**src/rtl/motion_diff_scanner.sv**
```systemverilog
// motion_diff_scanner: walks the current/reference frame buffers in lockstep, feeds euclid_px_diff
// and reports motion count and max diff. Define MOTION_SUM_EN to build the diff_sum accumulator.
module motion_diff_scanner #(
  parameter int         ADDR_W = 17,
  parameter int         NUM_PX = 76800,
  parameter logic [7:0] THRESH = 8'd32
) (
  input  logic              clk,
  input  logic              rst,
  input  logic              start,
  output logic              busy,
  output logic              done,
  output logic              rd_en,
  output logic [ADDR_W-1:0] rd_addr,
  input  logic [7:0]        cur_px,
  input  logic [7:0]        ref_px,
  output logic [7:0]        px1,
  output logic [7:0]        px2,
  input  logic [7:0]        diff,
  output logic [ADDR_W-1:0] motion_count,
  output logic [7:0]        max_diff,
  output logic [ADDR_W+7:0] diff_sum
);

  typedef enum logic [1:0] {IDLE, READ, DRAIN, FINISH} state_t;

  localparam logic [ADDR_W-1:0] LAST_ADDR = ADDR_W'(NUM_PX - 1);

  state_t state;
  logic   drain_cnt;
  logic   cap_vld;
  logic   px_vld;
  logic   scan_clear;

  assign scan_clear = (state == IDLE) && start;

  always_ff @(posedge clk) begin
    if (rst) begin
      state     <= IDLE;
      busy      <= 1'b0;
      done      <= 1'b0;
      rd_en     <= 1'b0;
      rd_addr   <= '0;
      drain_cnt <= 1'b0;
    end else begin
      done <= 1'b0;
      case (state)
        IDLE: begin
          rd_addr   <= '0;
          drain_cnt <= 1'b0;
          if (start) begin
            state <= READ;
            busy  <= 1'b1;
            rd_en <= 1'b1;
          end
        end
        READ: begin
          if (rd_addr == LAST_ADDR) begin
            state <= DRAIN;
            rd_en <= 1'b0;
          end else begin
            rd_addr <= rd_addr + 1'b1;
          end
        end
        // Two idle cycles let the last read reach px1/px2 and then the result registers.
        DRAIN: begin
          if (drain_cnt) begin
            state <= FINISH;
            busy  <= 1'b0;
            done  <= 1'b1;
          end else begin
            drain_cnt <= 1'b1;
          end
        end
        FINISH: begin
          state <= IDLE;
        end
        default: begin
          state <= IDLE;
        end
      endcase
    end
  end

  always_ff @(posedge clk) begin
    if (rst) begin
      cap_vld <= 1'b0;
      px_vld  <= 1'b0;
      px1     <= '0;
      px2     <= '0;
    end else begin
      cap_vld <= rd_en;
      px_vld  <= cap_vld;
      if (cap_vld) begin
        px1 <= cur_px;
        px2 <= ref_px;
      end
    end
  end

  // Results persist after done and are only cleared when the next scan is accepted.
  always_ff @(posedge clk) begin
    if (rst) begin
      motion_count <= '0;
      max_diff     <= '0;
    end else if (scan_clear) begin
      motion_count <= '0;
      max_diff     <= '0;
    end else if (px_vld) begin
      if (diff >= THRESH) begin
        motion_count <= motion_count + 1'b1;
      end
      if (diff > max_diff) begin
        max_diff <= diff;
      end
    end
  end

`ifdef MOTION_SUM_EN
  always_ff @(posedge clk) begin
    if (rst) begin
      diff_sum <= '0;
    end else if (scan_clear) begin
      diff_sum <= '0;
    end else if (px_vld) begin
      diff_sum <= diff_sum + {{ADDR_W{1'b0}}, diff};
    end
  end
`else
  assign diff_sum = '0;
`endif

endmodule

```
**config.mk**
```make
export PLATFORM = sky130hd
export DESIGN_NAME = motion_diff_scanner
export DESIGN_NICKNAME = d
export VERILOG_FILES = /design/src/rtl/motion_diff_scanner.sv
export SDC_FILE = /design/constraint.sdc
export NUM_CORES = 1
export LEC_CHECK = 0
export CAP_MARGIN = 20
export CORE_MARGIN = 5
export CORE_UTILIZATION = 45
export DETAILED_ROUTE_END_ITERATION = 10
export PLACE_DENSITY_LB_ADDON = 0.3
export SYNTH_ARGS = -nofsm -noshare
export SYNTH_HDL_FRONTEND = slang
export SYNTH_SLANG_ARGS = --single-unit
```
**constraint.sdc**
```tcl
create_clock -name clk -period 5.3 [get_ports clk]
set_input_delay 1.06 -clock clk [delete_from_list [all_inputs] [get_ports clk]]
set_output_delay 1.06 -clock clk [all_outputs]
set_load 0.02 [all_outputs]
```
==> summary.txt <==
first-pass GRT wire length - 12,080 µm
RSZ-0062 raised after global routing - no
worst skew pair latency - 0.33 ns
initial antenna violation count - 0
hpwl dp - 5527 µm
Residual DRC - 0
YS warnings - 0
CP max-delay cell - clkdlybuf4s50_1
r2r setup slk - 3.10 ns
Die Span Y - 95.03 µm
Worst Setup EP - max_diff[1]
status - complete, no violations
max_slew headroom - 0.3898
GRT Residual Overflow - 0
Crit Path Category - in2reg
# IOs - 113
core footprint - 7137 µm²
synthesized cell area - 3253 µm²
setup bufs post-CTS - 0
largest net degree at the start of global routing - 26
die width - 95.03 µm
via count - 2,829
synthesized flop and latch total - 66
CTS clock-pin slew for the worst setup and hold paths - 0.07 ns
Critical Path Fanout Max - 8
WL/cell - 13.37 µm
worst r2r dst - rd_addr[15]
Max Slew Vio Count - 0
most frequent CP cell - a21oi_1
worst IR drop on VDD - 0.1923 mV
crit-path cells - clkdlybuf4s50_1 > ha_1 > a211o_1 > a21oi_1 > and3_1 > o21ai_0 > a21oi_1
critical path arrival - 3.04 ns
crit path buf inv count - 1
post-layout min period - 2.790 ns
Max Fclk - 358.4 MHz
worst r2r path cells - 7
hold slack - 0.4614 ns
beginning of the critical path - diff[5]
Top FF cell, synth - dfxtp_1
vias per inst - 5.052
Crit path depth - 7
Top delay family on crit path - compound AO/OA/AOI/OAI gates
setup_tns - 0 ns
final hold viol count - 0
H-tree Lvls - 3
clk buf depth - 2
# rows - 31
GRT Total Usage - 0.1668
Min-Delay Path Class - reg2reg
Critical Path RT - 5.55 ns
P_leak - 1.515 nW
hold_buf cts - 0
total CTS buffers - 9
cell count after synthesis - 371
register area share after synthesis - 0.4062
vias in the first global route - 2,642
Worst Skew - 0.006619 ns
Worst Setup End Kind - flip-flop
Layout Nets - 496
GPL Wtd Cong - 0.8445
PortBufs - 87
Inserted Diodes - 0
slew at the pin with the worst max-slew slack - 0.9141 ns
max_cap viols - 0
startpoint types - input pin
initial DRC count - 76
Post-Syn Area per Cell - 8.769 µm²
Post-CTS Resized - 0
Area growth, synth to finish - 32.15%
Worst Hold Path Cells - 2
Clock Sinks - 66
Root Buffer - clkbuf_8
Power Total - 1.373 mW
final WL - 7486 µm
reg2reg start - state[1]
final worst-path cycle share - 0.5265
post-route ant nets - 0
Die Area - 9030 µm²
Initial Utilization - 0.4558
TritonCTS clock tree - yes
Yosys cell types - 52
Post-synth EDFFs - 0
drt first pass iters - 6
Async SR Flop Fraction - 0
Setup violations, final - 0
max incr delay on CP - 0.47 ns
share of cells above drive strength 1 - 0.05423
post-route core utilization - 0.6024
PwrDens - 319.4 nW/µm²
==> registers in the layout (all words and copies together), names as in the netlist <==
signal        count
rd_en             1
rd_addr          17
px2               8
motion_count     17
done              1
state             2
cap_vld           1
drain_cnt         1
px_vld            1
max_diff          8
px1               8
busy              1
==> metal layers <==
layer / routed length (µm) / vias to the layer above / global-route usage
met3: 477 / 11 / 0.04736
met4: 104 / 0 / 0.06370
li1: - / 1422 / -
met2: 3461 / 88 / 0.2701
met5: 0 / - / 0
met1: 3442 / 1308 / 0.2104
==> Yosys cell counts, drive strengths merged (2+ instances only) <==
| cell type | count | area share |
|---|---|---|
| nand2b | 3 | 0.0058 |
| o41a | 2 | 0.0069 |
| mux2i | 19 | 0.058 |
| o21a | 2 | 0.0046 |
| nor2b | 3 | 0.0058 |
| o21ai | 13 | 0.020 |
| xnor2 | 10 | 0.027 |
| nand3 | 23 | 0.038 |
| nor3 | 9 | 0.014 |
| dfxtp | 66 | 0.41 |
| buf | 30 | 0.065 |
| xor2 | 8 | 0.022 |
| nand2 | 18 | 0.022 |
| a311oi | 2 | 0.0054 |
| ha | 13 | 0.050 |
| and4 | 2 | 0.0054 |
| clkbuf | 8 | 0.0092 |
| o41ai | 5 | 0.019 |
| a21oi | 23 | 0.037 |
| nor4 | 2 | 0.0038 |
| or3 | 4 | 0.0077 |
| nand4bb | 2 | 0.0069 |
| and3 | 3 | 0.0058 |
| a21o | 2 | 0.0046 |
| inv | 18 | 0.021 |
| nor2 | 53 | 0.061 |
| or2 | 2 | 0.0038 |
| nand4 | 9 | 0.024 |
| o211ai | 4 | 0.0092 |
==> cell families (layout without fill, tap and decap cells) <==
family / count (synthesis) / in the layout / share of synthesized area
other: 1 / 25 / 0.001153
multiplexers: 19 / 19 / 0.05846
flip-flops: 66 / 66 / 0.4062
XOR/XNOR: 18 / 18 / 0.04846
AO/OA/AOI/OAI: 62 / 62 / 0.1304
AND/OR/NAND/NOR: 136 / 136 / 0.2108
adder cells (fa/ha/maj): 13 / 13 / 0.05000
buffers and inverters: 56 / 122 / 0.09461
==> where the power goes <==
| part | total (mW) | internal, mW | switching, mW | leakage [nW] |
|---|---|---|---|---|
| logic | 0.389 | 0.156 | 0.233 | 0.882 |
| clock network | 0.411 | 0.216 | 0.195 | 0.0990 |
| registers | 0.573 | 0.534 | 0.0395 | 0.534 |
| total | 1.37 | 0.906 | 0.467 | 1.52 |
==> cells in the final DEF, fill, tap and decap left out, types with 3 or more instances in the layout <==
cell,count
and3_1,3
xnor2_1,10
clkbuf_8,9
o41ai_1,4
clkinv_2,3
nor3_1,9
o211ai_1,4
mux2i_1,19
clkdlybuf4s50_1,87
nand2b_1,3
o21ai_0,12
a21oi_1,22
ha_1,13
nand2_1,17
nor2_1,53
xor2_1,8
nand4_1,7
or3_1,4
nand3_1,21
conb_1,25
nor2b_1,3
dfxtp_1,66
inv_1,18
==> worst min-delay path by stage <==
stage / from / to / slack (ns)
after floorplan: drain_cnt / done / 0.43
after global placement: drain_cnt / done / 0.45
after detailed placement: drain_cnt / done / 0.45
after CTS: drain_cnt / done / 0.46
after global routing: drain_cnt / done / 0.49
final: drain_cnt / done / 0.46
==> worst min-delay path, cell delays in order, from the launching register on <==
cell and delay [ns]:
dfxtp_1 0.33, nand2_1 0.06, nor2_1 0.03
==> cell type report <==
type | instances | area [µm²]
Clock buffer | 9 | 123.9
Clock inverter | 7 | 70.07
Fill cell | 638 | 2838
Inverter | 18 | 67.56
Multi-Input combinational cell | 273 | 1714
Sequential cell | 66 | 1321
Tap cell | 99 | 123.9
Timing Repair Buffer | 88 | 878.3
==> metrics by stage <==
| stage | instances | instance area (µm²) | worst slack (ns) |
|---|---|---|---|
| after floorplan | 395 | 3343 | 2.807 |
| after global placement | 544 | 4105 | 2.265 |
| after detailed placement | 544 | 4105 | 2.197 |
| after CTS | 560 | 4299 | 2.543 |
| after global routing | 560 | 4299 | 2.375 |
| final | 560 | 4299 | 2.510 |
No activity file was read; power rests on OpenSTA's default activity.
